==> src/rtl/vga_fb_pkg.sv <==
// Shared defaults, clear-FSM encoding and pixel-to-word address mapping for
// the VGA framebuffer arbiter.
package vga_fb_pkg;

    localparam int FB_W_DEF = 320;
    localparam int FB_H_DEF = 240;
    localparam int AW_DEF   = 17;
    localparam int DW_DEF   = 12;

    typedef enum logic {
        CLR_IDLE  = 1'b0,
        CLR_CLEAR = 1'b1
    } clr_state_e;

    // Each framebuffer word covers a 2x2 pixel block, so callers pass the
    // already-halved column and row.
    function automatic logic [31:0] pix_to_addr(input logic [8:0] col_half,
                                                input logic [7:0] row_half,
                                                input int         fb_w);
        return 32'(row_half) * 32'(fb_w) + 32'(col_half);
    endfunction

endpackage

==> src/rtl/vga_fb_clear.sv <==
// Clear engine: sweeps the whole framebuffer with one colour, yielding every
// cycle that belongs to display fetch.
module vga_fb_clear
    import vga_fb_pkg::*;
#(
    parameter int AW    = AW_DEF,
    parameter int DW    = DW_DEF,
    parameter int DEPTH = FB_W_DEF * FB_H_DEF
) (
    input  logic          clk,
    input  logic          reset,
    input  logic          start,
    input  logic          fetch_slot,
    input  logic [DW-1:0] color_in,
    output logic          busy,
    output logic [AW-1:0] addr,
    output logic [DW-1:0] color
);

    localparam logic [AW-1:0] LAST = AW'(DEPTH - 1);

    clr_state_e state;

    // NOTE: sequential state uses non-blocking assignments only, so every
    // flop samples the pre-edge value of every other flop.
    always_ff @(posedge clk or posedge reset) begin
        if (reset) begin
            state <= CLR_IDLE;
            addr  <= '0;
            color <= '0;
        end else begin
            case (state)
                CLR_IDLE: begin
                    if (start) begin
                        state <= CLR_CLEAR;
                        addr  <= '0;
                        color <= color_in;
                    end
                end
                CLR_CLEAR: begin
                    if (!fetch_slot) begin
                        if (addr == LAST) begin
                            state <= CLR_IDLE;
                            addr  <= '0;
                        end else begin
                            addr <= addr + AW'(1);
                        end
                    end
                end
                default: state <= CLR_IDLE;
            endcase
        end
    end

    assign busy = (state == CLR_CLEAR);

endmodule

==> src/rtl/vga_fb_arbiter.sv <==
// Single-port framebuffer arbiter: display fetch > clear sweep > host write.
// Optional host stall counter enabled by defining FB_STALL_CNT_EN.
module vga_fb_arbiter
    import vga_fb_pkg::*;
#(
    parameter int FB_W = FB_W_DEF,
    parameter int FB_H = FB_H_DEF,
    parameter int AW   = AW_DEF,
    parameter int DW   = DW_DEF
) (
    input  logic          clk,
    input  logic          reset,
    input  logic          pix_strb_i,
    input  logic          active_i,
    input  logic [9:0]    x_i,
    input  logic [8:0]    y_i,
    input  logic          wr_valid_i,
    input  logic [AW-1:0] wr_addr_i,
    input  logic [DW-1:0] wr_data_i,
    output logic          wr_ready_o,
    input  logic          clr_i,
    input  logic [DW-1:0] clr_data_i,
    output logic          clr_busy_o,
    output logic          mem_en_o,
    output logic          mem_we_o,
    output logic [AW-1:0] mem_addr_o,
    output logic [DW-1:0] mem_wdata_o,
    input  logic [DW-1:0] mem_rdata_i,
    output logic [DW-1:0] pix_o,
    output logic [15:0]   stall_cnt_o
);

    localparam int          DEPTH   = FB_W * FB_H;
    localparam logic [31:0] DEPTH_U = 32'(DEPTH);

    logic          fetch_slot;
    logic          host_in_range;
    logic [AW-1:0] fetch_addr;
    logic [AW-1:0] clr_addr;
    logic [DW-1:0] clr_color;
    logic          fetch_d;
    logic          blank_d;
    logic          unused_ok;

    assign fetch_slot    = pix_strb_i & active_i;
    assign fetch_addr    = AW'(pix_to_addr(x_i[9:1], y_i[8:1], FB_W));
    assign host_in_range = 32'(wr_addr_i) < DEPTH_U;
    assign wr_ready_o    = wr_valid_i & ~fetch_slot & ~clr_busy_o;
    assign unused_ok     = &{1'b0, x_i[0], y_i[0]};

    vga_fb_clear #(
        .AW    (AW),
        .DW    (DW),
        .DEPTH (DEPTH)
    ) u_clear (
        .clk        (clk),
        .reset      (reset),
        .start      (clr_i),
        .fetch_slot (fetch_slot),
        .color_in   (clr_data_i),
        .busy       (clr_busy_o),
        .addr       (clr_addr),
        .color      (clr_color)
    );

    // NOTE: every output gets a default first so no path through the
    // priority chain leaves a signal unassigned and infers a latch.
    always_comb begin
        mem_en_o    = 1'b0;
        mem_we_o    = 1'b0;
        mem_addr_o  = '0;
        mem_wdata_o = '0;
        if (fetch_slot) begin
            mem_en_o   = 1'b1;
            mem_addr_o = fetch_addr;
        end else if (clr_busy_o) begin
            mem_en_o    = 1'b1;
            mem_we_o    = 1'b1;
            mem_addr_o  = clr_addr;
            mem_wdata_o = clr_color;
        end else if (wr_valid_i && host_in_range) begin
            mem_en_o    = 1'b1;
            mem_we_o    = 1'b1;
            mem_addr_o  = wr_addr_i;
            mem_wdata_o = wr_data_i;
        end
    end

    // Read data arrives one clk after the fetch, so the strobe decision is
    // delayed by one stage to line up with it.
    always_ff @(posedge clk or posedge reset) begin
        if (reset) begin
            fetch_d <= 1'b0;
            blank_d <= 1'b0;
            pix_o   <= '0;
        end else begin
            fetch_d <= fetch_slot;
            blank_d <= pix_strb_i & ~active_i;
            if (fetch_d) begin
                pix_o <= mem_rdata_i;
            end else if (blank_d) begin
                pix_o <= '0;
            end
        end
    end

`ifdef FB_STALL_CNT_EN
    logic [15:0] stall_q;

    always_ff @(posedge clk or posedge reset) begin
        if (reset) begin
            stall_q <= '0;
        end else if (wr_valid_i && !wr_ready_o && stall_q != 16'hFFFF) begin
            stall_q <= stall_q + 16'd1;
        end
    end

    assign stall_cnt_o = stall_q;
`else
    assign stall_cnt_o = '0;
`endif

endmodule
==> config.mk <==
export PLATFORM = sky130hd
export DESIGN_NAME = vga_fb_arbiter
export DESIGN_NICKNAME = d
export VERILOG_FILES = /design/src/rtl/vga_fb_pkg.sv /design/src/rtl/vga_fb_clear.sv /design/src/rtl/vga_fb_arbiter.sv
export SDC_FILE = /design/constraint.sdc
export NUM_CORES = 1
export LEC_CHECK = 0
export ABC_AREA = 1
export CORE_MARGIN = 5
export CORE_UTILIZATION = 44
export CTS_CLUSTER_SIZE = 12
export DETAILED_ROUTE_END_ITERATION = 8
export GPL_TIMING_DRIVEN = 0
export PLACE_DENSITY_LB_ADDON = 0.05
export RECOVER_POWER = 100
export SETUP_SLACK_MARGIN = 0.5
export SKIP_LAST_GASP = 1
export SLEW_MARGIN = 40
export SYNTH_ARGS = -nofsm -noshare
export SYNTH_HDL_FRONTEND = slang
export SYNTH_SLANG_ARGS = --single-unit
==> constraint.sdc <==
create_clock -name clk -period 5.89 [get_ports clk]
set_input_delay 1.767 -clock clk [delete_from_list [all_inputs] [get_ports clk]]
set_output_delay 1.767 -clock clk [all_outputs]
set_load 0.05 [all_outputs]
Word level (Yosys, flattened, before mapping) --
Index checks and enable logic that the tools add are counted.
Word-level totals: register bits after elaboration 44, output and inout bits 61
Cells by class: add/sub/neg operators 2, $mul 1, order comparisons 1, equality and inequality tests 3, muxes and demuxes 20, bitwise operators 7, reduce and logical (&&, ||, !) cells 4
Operators by type and width (count):
- $mux W17 | 6
- $mux W12 | 5
- $pmux W17 S2 | 1
- $add A17 B1 Y17 const B | 1
- $add A17 B9 Y17 | 1
- $eq A17 B17 Y1 const B | 1
- $lt A17 B17 Y1 const B | 1
- $mul A8 B3 Y11 const B | 1
- $mux W1 | 7
- $and A1 B1 Y1 | 4
- $ne A2 B2 Y1 const B | 2
- $reduce_and A2 Y1 | 2
- $not A1 Y1 | 3
- $pmux W1 S2 | 1
- $reduce_bool A2 Y1 | 1
- $logic_and A1 B1 Y1 | 1

Longest topological paths before layout --
Gate-level depths: netlist of the first run.
word-level depth 5, mapped depth 13, gate-level depth less buffers 13

Cells and area by module --
Synthesis of the first run repeated with hierarchy kept, for this count alone.
Second synthesis, totals: cells, all modules 511, area, all modules 3464.6 sq um
Modules (own cells, without submodules):
- vga_fb_arbiter | instances 1, cells each 316, area an instance 1896.8 sq um, sequential area each 350.3 sq um
- vga_fb_clear | instances 1, cells each 195, area an instance 1567.8 sq um, sequential area each 750.7 sq um

Worst setup path after synthesis of the first run --
Ideal clock, no wire load.
path kind in2out, start point input port y_i[2], end point output port mem_addr_o[11], data arrival time 3925 ps, data required time 4123 ps, setup slack 198 ps, stages on the path 9, path buffers 0, cells stage by stage ha_1 -> ha_1 -> fa_1 -> nand2_1 -> inv_1 -> nand4_1 -> nand2_1 -> xnor2_1 -> o211ai_1
Between the ends: longest elaborated chain between the ends 3
Ends and longest elaborated chain:
- start, declared | RTL line vga_fb_arbiter.sv:16 | input logic [8:0] y_i,
- $mul A8 B3 Y11 | RTL line vga_fb_pkg.sv:20 | return 32'(row_half) * 32'(fb_w) + 32'(col_half);
- $add A17 B9 Y17 | RTL line vga_fb_pkg.sv:20
- $mux W17 | RTL line vga_fb_arbiter.sv:73 | if (fetch_slot) begin
- end, declared | RTL line vga_fb_arbiter.sv:26 | output logic [AW-1:0] mem_addr_o,
Every way passes these cells.

Worst setup path in the final report of the first run --
start point input port pix_strb_i, end point output port mem_en_o
Between the ends: longest elaborated chain between the ends 2
Ends and longest elaborated chain:
- start, declared | RTL line vga_fb_arbiter.sv:13 | input logic pix_strb_i,
- $and A1 B1 Y1 | RTL line vga_fb_arbiter.sv:45 | assign fetch_slot = pix_strb_i & active_i;
- $mux W1 | RTL line vga_fb_arbiter.sv:73
- end, declared | RTL line vga_fb_arbiter.sv:24 | output logic mem_en_o,
Every way passes these cells.

==> results of run 1 <==
-- power breakdown --
part	switching [uW]	internal [uW]
registers	40.3	348
logic	375	215
clock network	116	128
total	532	691
-- logic make-up after synthesis --
kind of cell,synth area share
AOI/OAI and AO/OA,0.139
xor gates and xnor gates,0.0337
adders and majority gates,0.0711
buffers and inverters,0.124
DFF,0.326
muxes,0.0367
other,0.00111
and+or+nand+nor,0.269
-- flip-flops by register name, indices dropped and copies added, names as in the netlist --
register       flops
pix_o             12
fetch_d            1
u_clear.addr      17
u_clear.color     12
blank_d            1
u_clear.busy       1
-- cell usage after synthesis --
cell,number,area share
clkinv_4,1,0.0026
nand2_4,2,0.0067
inv_1,54,0.060
buf_1,2,0.0022
nand4_1,8,0.015
fa_1,2,0.012
o22ai_1,4,0.0074
a21o_1,2,0.0044
a31o_2,3,0.0078
nand3_4,2,0.010
inv_2,4,0.0044
buf_12,1,0.0059
nor2_1,20,0.022
ha_1,16,0.059
nor3_2,2,0.0059
mux2_2,11,0.037
nor2_4,3,0.010
nand2_1,104,0.12
buf_2,3,0.0044
buf_4,17,0.038
xor2_1,11,0.029
o21bai_1,2,0.0044
a31oi_1,4,0.0074
a22oi_1,1,0.0022
a21oi_1,6,0.0089
nand2_2,3,0.0056
o21ai_0,23,0.034
clkbuf_1,6,0.0067
xnor2_1,2,0.0052
or2_2,1,0.0019
o21ai_1,2,0.0030
dfrtp_1,44,0.33
conb_1,1,0.0011
o211ai_1,10,0.022
nand3_1,46,0.068
nor4_1,1,0.0019
o22ai_2,10,0.037
nor3_1,4,0.0059
-- metrics by stage --
step,power [uW],instance area (um2),setup WS [ns],instances,TNS (ns)
2_1_floorplan,793,3470,0.276,453,0
3_3_place_gp,970,4800,-0.829,675,-8.86
3_5_place_dp,981,4820,-0.821,676,-9.20
4_1_cts,1240,5110,0.373,691,0
5_1_grt,1300,5080,0.131,698,0
6_report,1220,5080,0.289,698,0
-- worst register-to-register path, cell delays in order (launching register included) --
cell and delay, ns:
dfrtp_1 0.59, inv_1 0.17, nor2_4 0.17, inv_2 0.11, nand2_1 0.23, clkbuf_1 0.57, o22ai_1 0.15
-- how the worst min path moves through the flow --
stage                 startpoint                end  slack (ns)  cells after the start
3_3_place_gp    u_clear.color[2]   u_clear.color[2]        0.49                      1
6_report        u_clear.color[2]   u_clear.color[2]        0.51                      1
3_5_place_dp    u_clear.color[5]   u_clear.color[5]        0.49                      1
4_1_cts         u_clear.color[5]   u_clear.color[5]        0.51                      1
5_1_grt         u_clear.color[5]   u_clear.color[5]        0.53                      1
2_1_floorplan  u_clear.color[11]  u_clear.color[11]        0.48                      2
-- metal layers --
metal,global-route usage,vias to the layer above,wire length (um)
met5,0,-,0
met4,0.0383,0,132
met2,0.357,131,4660
li1,-,1736,-
met3,0.0567,13,788
met1,0.253,1584,4160
-- final cells by class --
cell class                 count  area [um2]  share of cell area
antenna                        1        2.50            0.000492
buffer                        29         200              0.0394
clock buffer                   5        68.8              0.0135
clock inverter                 3        46.3             0.00910
inverter                      59         228              0.0448
multi-input combinational    321        2150               0.422
sequential                    44        1100               0.217
tap                          102         128              0.0251
timing repair buffer         134        1160               0.229
-- what timing repair did --
action	4_1_cts	5_1_grt
setup buffers	7	6
setup endpoints to repair	32	31
pin swaps	23	12
hold endpoints to repair	0	0
gates resized for setup	209	38
cloned	0	0
==> metrics.md, run 1 <==
| Metric | Value |
|---|---|
| P_leak | 0.00236 uW |
| # setup viols final | 0 |
| Share of layout cells above drive strength 1 | 0.250 |
| Rel. slew slack | 0.0833 |
| Buf+Inv Stages, Crit Path | 4 |
| Reg2Reg Capture Point | u_clear.addr[8] |
| R2r startpoint | u_clear.busy |
| I/O Pins | 139 |
| Synth Register Bits | 44 |
| Max cap viols | 0 |
| WL/cell | 14.0 um |
| Final worst path period share | 0.951 |
| Crit path required time | 4.12 ns |
| Crit path depth | 7 |
| Max Slew Vio Count | 0 |
| Reg2reg path depth | 6 |
| Pwr Density | 241 nW/um2 |
| HP Class | reg2reg |
| Max stage delay on crit path | 0.55 ns |
| Number of global-route vias before repair | 3600 |
| Remaining DRCs | 0 |
| Die H | 97.6 um |
| Reg2Reg Setup Slack | 3.77 ns |
| CTS H-tree lvls | 2 |
| Worst Setup Path Type | in2out |
| Post-Syn Instances | 438 |
| Outcome | complete, no violations |
| Core area | 7610 um2 |
| Measured slew at the worst slew-check pin | 1.38 ns |
| I/O Buffers | 120 |
| Area added between synthesis and finish | 50.5% |
| Mapped Area | 3380 um2 |
| GRT Resource Usage Total | 0.204 |
| Most frequent cells in the layout | nand2_1, clkdlybuf4s50_1, inv_1 |
| Avg Cell Area, Syn | 7.72 um2 |
| Final Core Density | 0.668 |
| CTS tree | done |
| Worst Clk Skew | 0.00844 ns |
| Most common cell after layout, fill and taps aside | nand2_1 |
| Root Buffer Master | clkbuf_8 |
| FP Rows | 32 |
| CTS Sinks | 44 |
| Worst-path clk slew | 0.09 ns |
| Drt total wl | 9740 um |
| Most frequent CP cell | nand2_1 |
| Vias | 3464 |
| Final Hold Viols | 0 |
| CP endpoint kind | output port |
| Via-to-Cell Ratio | 4.96 |
| CTS Hold Bufs | 0 |
| Setup crit start | pix_strb_i |
| Fillers | 658 |
| Routability Congestion | 0.897 |
| Yosys cell types | 38 |
| Gr ovfl total | 0 |
| Post-route ant nets | 0 |
| Slowest-stage cell, CP | dlygate4sd3_1 |
| Total CTS buffers | 5 |
| Clock Latency Late Sink | 0.30 ns |
| Synthesis Warnings | 0 |
| Upper clock frequency limit | 179 MHz |
| Arr. time, crit path | 3.83 ns |
| Crit path launch type | input port |
| Initial core utilization | 0.444 |
| Register area share after synthesis | 0.326 |
| DRC marker count from the first detailed-route iteration | 153 |
| CP cell instances | dlygate4sd3_1, nand2_1, inv_1, nor2_4, clkbuf_1, nand2_1, dlygate4sd2_1 |
| DRT Pass-1 Iters | 5 |
| Chip width | 97.6 um |
| First-pass GRT wire length | 16400 um |
| RSZ-0062 raised after global routing | yes |
| Largest net degree at the start of global routing | 26 |
| DP HPWL | 7460 um |
| Top cell family by delay on the critical path | buffers and inverters |
| Crit path max fanout | 10 |
| Nets | 690 |
| CTS max path bufs | 2 |
| CP Capture Point | mem_en_o |
| VDD IR max | 0.122 mV |
| Hold Slack | 0.511 ns |
| Area of the die | 9530 um2 |
| Antenna violations before repair | 1 |
| Tmin final | 5.60 ns |
Note: power is estimated with default switching activity, not from simulation.
==> run 2: changes to the inputs <==
--- a/config.mk
+++ b/config.mk
@@ -6,14 +6,17 @@
 export NUM_CORES = 1
 export LEC_CHECK = 0
 export ABC_AREA = 1
+export CELL_PAD_IN_SITES_DETAIL_PLACEMENT = 2
+export CELL_PAD_IN_SITES_GLOBAL_PLACEMENT = 2
 export CORE_MARGIN = 5
-export CORE_UTILIZATION = 44
+export CORE_UTILIZATION = 23
 export CTS_CLUSTER_SIZE = 12
 export DETAILED_ROUTE_END_ITERATION = 8
 export GPL_TIMING_DRIVEN = 0
 export PLACE_DENSITY_LB_ADDON = 0.05
 export RECOVER_POWER = 100
 export SETUP_SLACK_MARGIN = 0.5
+export SKIP_CTS_REPAIR_TIMING = 1
 export SKIP_LAST_GASP = 1
 export SLEW_MARGIN = 40
 export SYNTH_ARGS = -nofsm -noshare
==> run 2 against run 1 <==
Effect of this change:
- the flow now finishes with violations (capacitance limit, slew limit)
- final cell count rose by 12%
- worst setup slack got worse by 0.080 ns
- flip-flop and latch count is the same
- critical path depth up 8
- count of clock-buffer cells in the layout up 1
- via count increased by 3.2%
- non-clock buffer count is the same
- power up 12%
==> metrics.md, run 2 (synthesis results as in run 1) <==
| Metric | Value |
|---|---|
| WL/cell | 17.8 um (was 14.0 um) |
| Upper clock frequency limit | 176 MHz (was 179 MHz) |
| Rel. slew slack | -0.263 (was 0.0833) |
| FP Rows | 44 (was 32) |
| Measured slew at the worst slew-check pin | 1.89 ns (was 1.38 ns) |
| Number of global-route vias before repair | 3977 (was 3600) |
| Share of layout cells above drive strength 1 | 0.252 (was 0.250) |
| Root Buffer Master | clkbuf_16 (was clkbuf_8) |
| Post-route ant nets | 0 (unchanged) |
| CTS H-tree lvls | 2 (unchanged) |
| P_leak | 0.00242 uW (was 0.00236 uW) |
| Tmin final | 5.68 ns (was 5.60 ns) |
| I/O Pins | 139 (unchanged) |
| CTS Sinks | 44 (unchanged) |
| Worst Setup Path Type | in2out (unchanged) |
| Area added between synthesis and finish | 55.4% (was 50.5%) |
| Reg2Reg Setup Slack | 3.56 ns (was 3.77 ns) |
| Max cap viols | 1 (was 0) |
| Cell area after layout | 5250 um2 (was 5080 um2) |
| CP Capture Point | mem_addr_o[15] (was mem_en_o) |
| Fillers | 1673 (was 658) |
| Most common cell after layout, fill and taps aside | nand2_1 (unchanged) |
| Worst Clk Skew | 0.0115 ns (was 0.00844 ns) |
| First-pass GRT wire length | 21400 um (was 16400 um) |
| Largest Register | u_clear.addr (unchanged) |
| GRT Resource Usage Total | 0.152 (was 0.204) |
| Max Slew Vio Count | 33 (was 0) |
| Reg2Reg Capture Point | u_clear.addr[8] (unchanged) |
| Most frequent cells in the layout | nand2_1, inv_1, clkdlybuf4s50_1 (was nand2_1, clkdlybuf4s50_1, inv_1) |
| HP Class | reg2reg (unchanged) |
| Pwr Density | 260 nW/um2 (was 241 nW/um2) |
| Post-DP Area | 4930 um2 (was 4820 um2) |
| DRC marker count from the first detailed-route iteration | 81 (was 153) |
| Outcome | complete, but fails checks (was complete, no violations) |
| Failing checks | capacitance limit, slew limit |
| Final Hold Viols | 0 (unchanged) |
| Via-to-Cell Ratio | 4.59 (was 4.96) |
| Drt total wl | 13900 um (was 9740 um) |
| I/O Buffers | 120 (unchanged) |
| Crit path launch type | input port (unchanged) |
| Chip width | 131 um (was 97.6 um) |
| VDD IR max | 0.126 mV (was 0.122 mV) |
| Core area | 14500 um2 (was 7610 um2) |
| Clock Latency Late Sink | 0.30 ns (about the same) |
| Routability Congestion | 0.760 (was 0.897) |
| CTS max path bufs | 2 (unchanged) |
| CTS tree | done (unchanged) |
| Max reg flops | 17 (unchanged) |
| Setup crit start | y_i[4] (was pix_strb_i) |
| Largest net degree at the start of global routing | 33 (was 26) |
| Vias | 3576 (was 3464) |
| # setup viols final | 0 (unchanged) |
| Biggest regs | u_clear.addr x17, pix_o x12, u_clear.color x12 (unchanged) |
| Reg2reg path depth | 6 (unchanged) |
| Crit path max fanout | 3 (was 10) |
| Die H | 131 um (was 97.6 um) |
| Initial core utilization | 0.233 (was 0.444) |
| Setup TNS | 0 ns (unchanged) |
| Total CTS buffers | 5 (unchanged) |
| Arr. time, crit path | 3.91 ns (was 3.83 ns) |
| Area of the die | 17200 um2 (was 9530 um2) |
| DP HPWL | 10700 um (was 7460 um) |
| Crit path required time | 4.12 ns (about the same) |
| RSZ-0062 raised after global routing | yes (unchanged) |
| R2r startpoint | u_clear.busy (unchanged) |
| CP endpoint kind | output port (unchanged) |
| Worst-path clk slew | 0.07 ns (was 0.09 ns) |
| Antenna violations before repair | 1 (unchanged) |
| Remaining DRCs | 0 (unchanged) |
| Nets | 690 (unchanged) |
| Ant. Diodes | 0 (was 1) |
| Gr ovfl total | 0 (unchanged) |
| Final worst path period share | 0.965 (was 0.951) |
| DRT Pass-1 Iters | 4 (was 5) |
==> run 2: cell types whose count changed in the layout (fill, tap and decap cells not counted), sizes merged <==
cell / previous run / this run
buf: 41 / 36
diode: 1 / 0
clkinvlp: 2 / 1
clkbuf: 42 / 51
dlygate4sd2: 7 / 0
inv: 58 / 57
dlymetal6s2s: 0 / 4
clkinv: 1 / 2
==> run 2: worst min path at each step <==
stage	from	end	slack [ns]	cells past startpoint
floorplan	u_clear.color[11]	u_clear.color[11]	0.48	2
global placement	u_clear.color[2]	u_clear.color[2]	0.49	1
detailed placement	u_clear.color[8]	u_clear.color[8]	0.50	1
CTS	u_clear.color[8]	u_clear.color[8]	0.51	1
global route	u_clear.color[8]	u_clear.color[8]	0.53	1
finish	u_clear.color[8]	u_clear.color[8]	0.51	1
==> run 2: final cells by class <==
cell class | instances | area (um2) | area share
Clock inverter | 2 | 38.8 | 0.00739
Inverter | 59 | 228 | 0.0434
Sequential cell | 44 | 1100 | 0.210
Timing Repair Buffer | 134 | 1170 | 0.223
Multi-Input combinational cell | 321 | 2150 | 0.409
Tap cell | 184 | 230 | 0.0438
Buffer | 29 | 199 | 0.0379
Clock buffer | 6 | 139 | 0.0264
==> run 2: per-layer routing <==
| metal | track usage | wire (um) | vias to the layer above | part of all wire |
|---|---|---|---|---|
| met4 | 0.0387 | 177 | 2 | 0.013 |
| met5 | 0 | 7 | - | 0.00050 |
| met3 | 0.0593 | 1040 | 10 | 0.075 |
| met2 | 0.247 | 6720 | 105 | 0.48 |
| met1 | 0.188 | 5950 | 1731 | 0.43 |
| li1 | - | - | 1728 | - |
==> run 2: power breakdown <==
group	internal (uW)	switching [uW]
Sequential	349	42.5
Clock	213	135
Combinational	222	403
Total	783	580
==> run 2: metrics by stage <==
stage | hold WS, ns | power, uW | instances | utilization | setup WS (ns)
3_5_place_dp | 0.499 | 1010 | 758 | 0.340 | -0.946
4_1_cts | 0.514 | 1370 | 766 | 0.353 | -0.963
3_3_place_gp | 0.490 | 996 | 757 | 0.339 | -0.918
6_report | 0.513 | 1360 | 779 | 0.363 | 0.209
5_1_grt | 0.529 | 1440 | 779 | 0.363 | 0.0447
2_1_floorplan | 0.478 | 793 | 453 | - | 0.276
==> run 2: critical path, stage by stage <==
cell	delay, ns
buf_8	0.10
ha_4	0.23
ha_4	0.17
fa_2	0.56
nand2_1	0.06
inv_1	0.08
nand4_1	0.10
nand2_2	0.12
inv_2	0.06
nor2_4	0.09
nand3_1	0.07
nand2_1	0.06
nand3_1	0.08
nand2_2	0.08
clkbuf_2	0.28
==> run 3: changes to the inputs <==
--- a/config.mk
+++ b/config.mk
@@ -8,7 +8,6 @@
 export ABC_AREA = 1
 export CELL_PAD_IN_SITES_DETAIL_PLACEMENT = 2
 export CELL_PAD_IN_SITES_GLOBAL_PLACEMENT = 2
-export CORE_MARGIN = 5
 export CORE_UTILIZATION = 23
 export CTS_CLUSTER_SIZE = 12
 export DETAILED_ROUTE_END_ITERATION = 8
==> run 3 against run 2 <==
Effect of this change:
- the flow still finishes with violations (capacitance limit, slew limit)
- sequential share of layout area shrank 0.13 points
- largest power group unchanged
- count of clock-buffer cells in the layout is 1 lower
- sequential power hardly changed
- die area shrank 12%
- critical path depth decreased by 7
- critical endpoint is now mem_addr_o[13]
- flip-flop and latch count unchanged
- worst setup slack improved by 0.048 ns
- via count is 1.1% higher
- final area up 0.62%
==> metrics.md, run 3 (synthesis results as in run 1) <==
| Metric | Value |
|---|---|
| Outcome | complete, but fails checks (unchanged) |
| Failing checks | capacitance limit, slew limit (unchanged) |
| CTS max path bufs | 2 (unchanged) |
| Post-route ant nets | 0 (unchanged) |
| Max reg flops | 17 (unchanged) |
| Final Core Density | 0.375 (was 0.363) |
| CP cell instances | dlygate4sd3_1, nand2_2, inv_2, nor2_1, inv_2, clkbuf_2, o211ai_1, clkbuf_2 (was buf_8, ha_4, ha_4, fa_2, nand2_1, inv_1, nand4_1, nand2_2, inv_2, nor2_4, nand3_1, nand2_1, nand3_1, nand2_2, clkbuf_2) |
| Root Buffer Master | clkbuf_16 (unchanged) |
| Crit path max fanout | 10 (was 3) |
| Measured slew at the worst slew-check pin | 1.99 ns (was 1.89 ns) |
| Nets | 693 (was 690) |
| Crit path launch type | input port (unchanged) |
| I/O Pins | 139 (unchanged) |
| First-pass GRT wire length | 20200 um (was 21400 um) |
| Worst Setup Path Type | in2out (unchanged) |
| Crit path required time | 4.12 ns (about the same) |
| CTS tree | done (unchanged) |
| Via-to-Cell Ratio | 4.65 (was 4.59) |
| I/O Buffers | 120 (unchanged) |
| Die H | 123 um (was 131 um) |
| Number of global-route vias before repair | 3900 (was 3977) |
| Max cap viols | 1 (unchanged) |
| RSZ-0062 raised after global routing | yes (unchanged) |
| Final Hold Viols | 0 (unchanged) |
| Upper clock frequency limit | 178 MHz (was 176 MHz) |
| CP endpoint kind | output port (unchanged) |
| Vias | 3617 (was 3576) |
| Core area | 14100 um2 (was 14500 um2) |
| CTS Sinks | 44 (unchanged) |
| R2r startpoint | u_clear.busy (unchanged) |
| Hold EP | u_clear.color[6] (was u_clear.color[8]) |
| Slowest-stage cell, CP | dlygate4sd3_1 (was fa_2) |
| Fillers | 1627 (was 1673) |
| CTS H-tree lvls | 2 (unchanged) |
| Reg2reg path depth | 6 (unchanged) |
| Fin cells | 778 (was 779) |
| Arr. time, crit path | 3.87 ns (was 3.91 ns) |
| DRT Pass-1 Iters | 4 (unchanged) |
| Final worst path period share | 0.956 (was 0.965) |
| Rel. slew slack | -0.327 (was -0.263) |
| Chip width | 123 um (was 131 um) |
| Max Slew Vio Count | 35 (was 33) |
| VDD IR max | 0.129 mV (was 0.126 mV) |
| Reg2Reg Setup Slack | 3.49 ns (was 3.56 ns) |
| Buf+Inv Stages, Crit Path | 5 (was 4) |
| Placement Setup Slack | -0.923 ns (was -0.946 ns) |
| GRT Resource Usage Total | 0.175 (was 0.152) |
| Top cell family by delay on the critical path | buffers and inverters (was adder cells) |
| Share of layout cells above drive strength 1 | 0.273 (was 0.252) |
| WL/cell | 16.6 um (was 17.8 um) |
| Initial core utilization | 0.240 (was 0.233) |
| Worst Clk Skew | 0.00481 ns (was 0.0115 ns) |
| Cell area after layout | 5280 um2 (was 5250 um2) |
| Most common cell after layout, fill and taps aside | nand2_1 (unchanged) |
| Post-DP Area | 4920 um2 (was 4930 um2) |
| Crit path depth | 8 (was 15) |
| Biggest regs | u_clear.addr x17, pix_o x12, u_clear.color x12 (unchanged) |
| Clock Latency Late Sink | 0.30 ns (about the same) |
| Area of the die | 15200 um2 (was 17200 um2) |
| Drt total wl | 12900 um (was 13900 um) |
| DRC marker count from the first detailed-route iteration | 45 (was 81) |
| Total placed cells including tap cells | 754 (was 758) |
| Gr ovfl total | 0 (unchanged) |
| Fin worst setup slack | 0.257 ns (was 0.209 ns) |
| FP Rows | 43 (was 44) |
| DP HPWL | 10200 um (was 10700 um) |
| Seq. cell area | 1100 um2 (unchanged) |
| P_leak | 0.00243 uW (was 0.00242 uW) |
| Area added between synthesis and finish | 56.3% (was 55.4%) |
| Max stage delay on crit path | 0.57 ns (was 0.56 ns) |
| Pwr Density | 255 nW/um2 (was 260 nW/um2) |
| Tmin final | 5.63 ns (was 5.68 ns) |
| Antenna violations before repair | 1 (unchanged) |
| Ant. Diodes | 0 (unchanged) |
| HP Class | reg2reg (unchanged) |
| Largest Register | u_clear.addr (unchanged) |
| Most frequent cells in the layout | nand2_1, clkdlybuf4s50_1, inv_1 (was nand2_1, inv_1, clkdlybuf4s50_1) |
| Multi-input gate area | 2150 um2 (about the same) |
| Routability Congestion | 0.732 (was 0.760) |
| Hold Path Origin | u_clear.color[6] (was u_clear.color[8]) |
| Reg2Reg Capture Point | u_clear.addr[8] (unchanged) |
| Hold depth | 1 (unchanged) |
| Remaining DRCs | 0 (unchanged) |
| Largest net degree at the start of global routing | 35 (was 33) |
| # setup viols final | 0 (unchanged) |
| Worst-path clk slew | 0.06 ns (was 0.07 ns) |
| Total CTS buffers | 5 (unchanged) |
-- run 3: cell types whose count changed in the layout (fill, tap and decap cells not counted), sizes merged --
cell          change
buf              +10
clkbuf            -9
clkinv            -1
clkinvlp          +1
dlymetal6s2s      +1
inv               +1
-- run 3: worst reg2reg max path, delay by kind of cell (launching register included) --
| kind | cells | cell delay [ns] |
|---|---|---|
| AND/OR/NAND/NOR | 2 | 0.59 |
| flip-flops | 1 | 0.56 |
| buffers and inverters | 3 | 0.95 |
| AO/OA/AOI/OAI | 1 | 0.16 |
-- run 3: area by class of cell --
class | count | area share
repair buffers | 137 | 0.229
inverters | 59 | 0.0431
clock buffers | 5 | 0.0237
plain buffers | 29 | 0.0372
clock inverters | 3 | 0.00876
multi-input cells | 321 | 0.407
flip-flops and latches | 44 | 0.208
well taps | 180 | 0.0426
-- run 3: through the flow --
step / hold WS, ns / power (uW) / setup TNS (ns)
finish: 0.508 / 1350 / 0
global route: 0.528 / 1430 / 0
CTS: 0.511 / 1350 / -11.13
detailed placement: 0.495 / 1010 / -10.89
global placement: 0.491 / 996 / -9.68
floorplan: 0.478 / 793 / 0
-- run 3: per-layer routing --
metal,global-route usage,up-vias,wire length (um)
met2,0.308,110,6250
met3,0.0669,12,1150
met5,0,-,17
met1,0.201,1758,5410
li1,-,1735,-
met4,0.0346,2,123
-- run 3: worst max-delay path by stage --
stage	start	endpoint	slack (ns)
2_1_floorplan	y_i[2]	mem_addr_o[11]	0.28
3_3_place_gp	y_i[2]	mem_addr_o[16]	-0.91
3_5_place_dp	y_i[2]	mem_addr_o[16]	-0.92
4_1_cts	y_i[2]	mem_addr_o[16]	-0.94
5_1_grt	pix_strb_i	mem_addr_o[13]	0.15
6_report	pix_strb_i	mem_addr_o[13]	0.26
-- run 3: where the power goes --
part           switching, uW  internal [uW]
Clock                    133            202
Combinational            397            226
Sequential              41.3            349
Total                    571            777
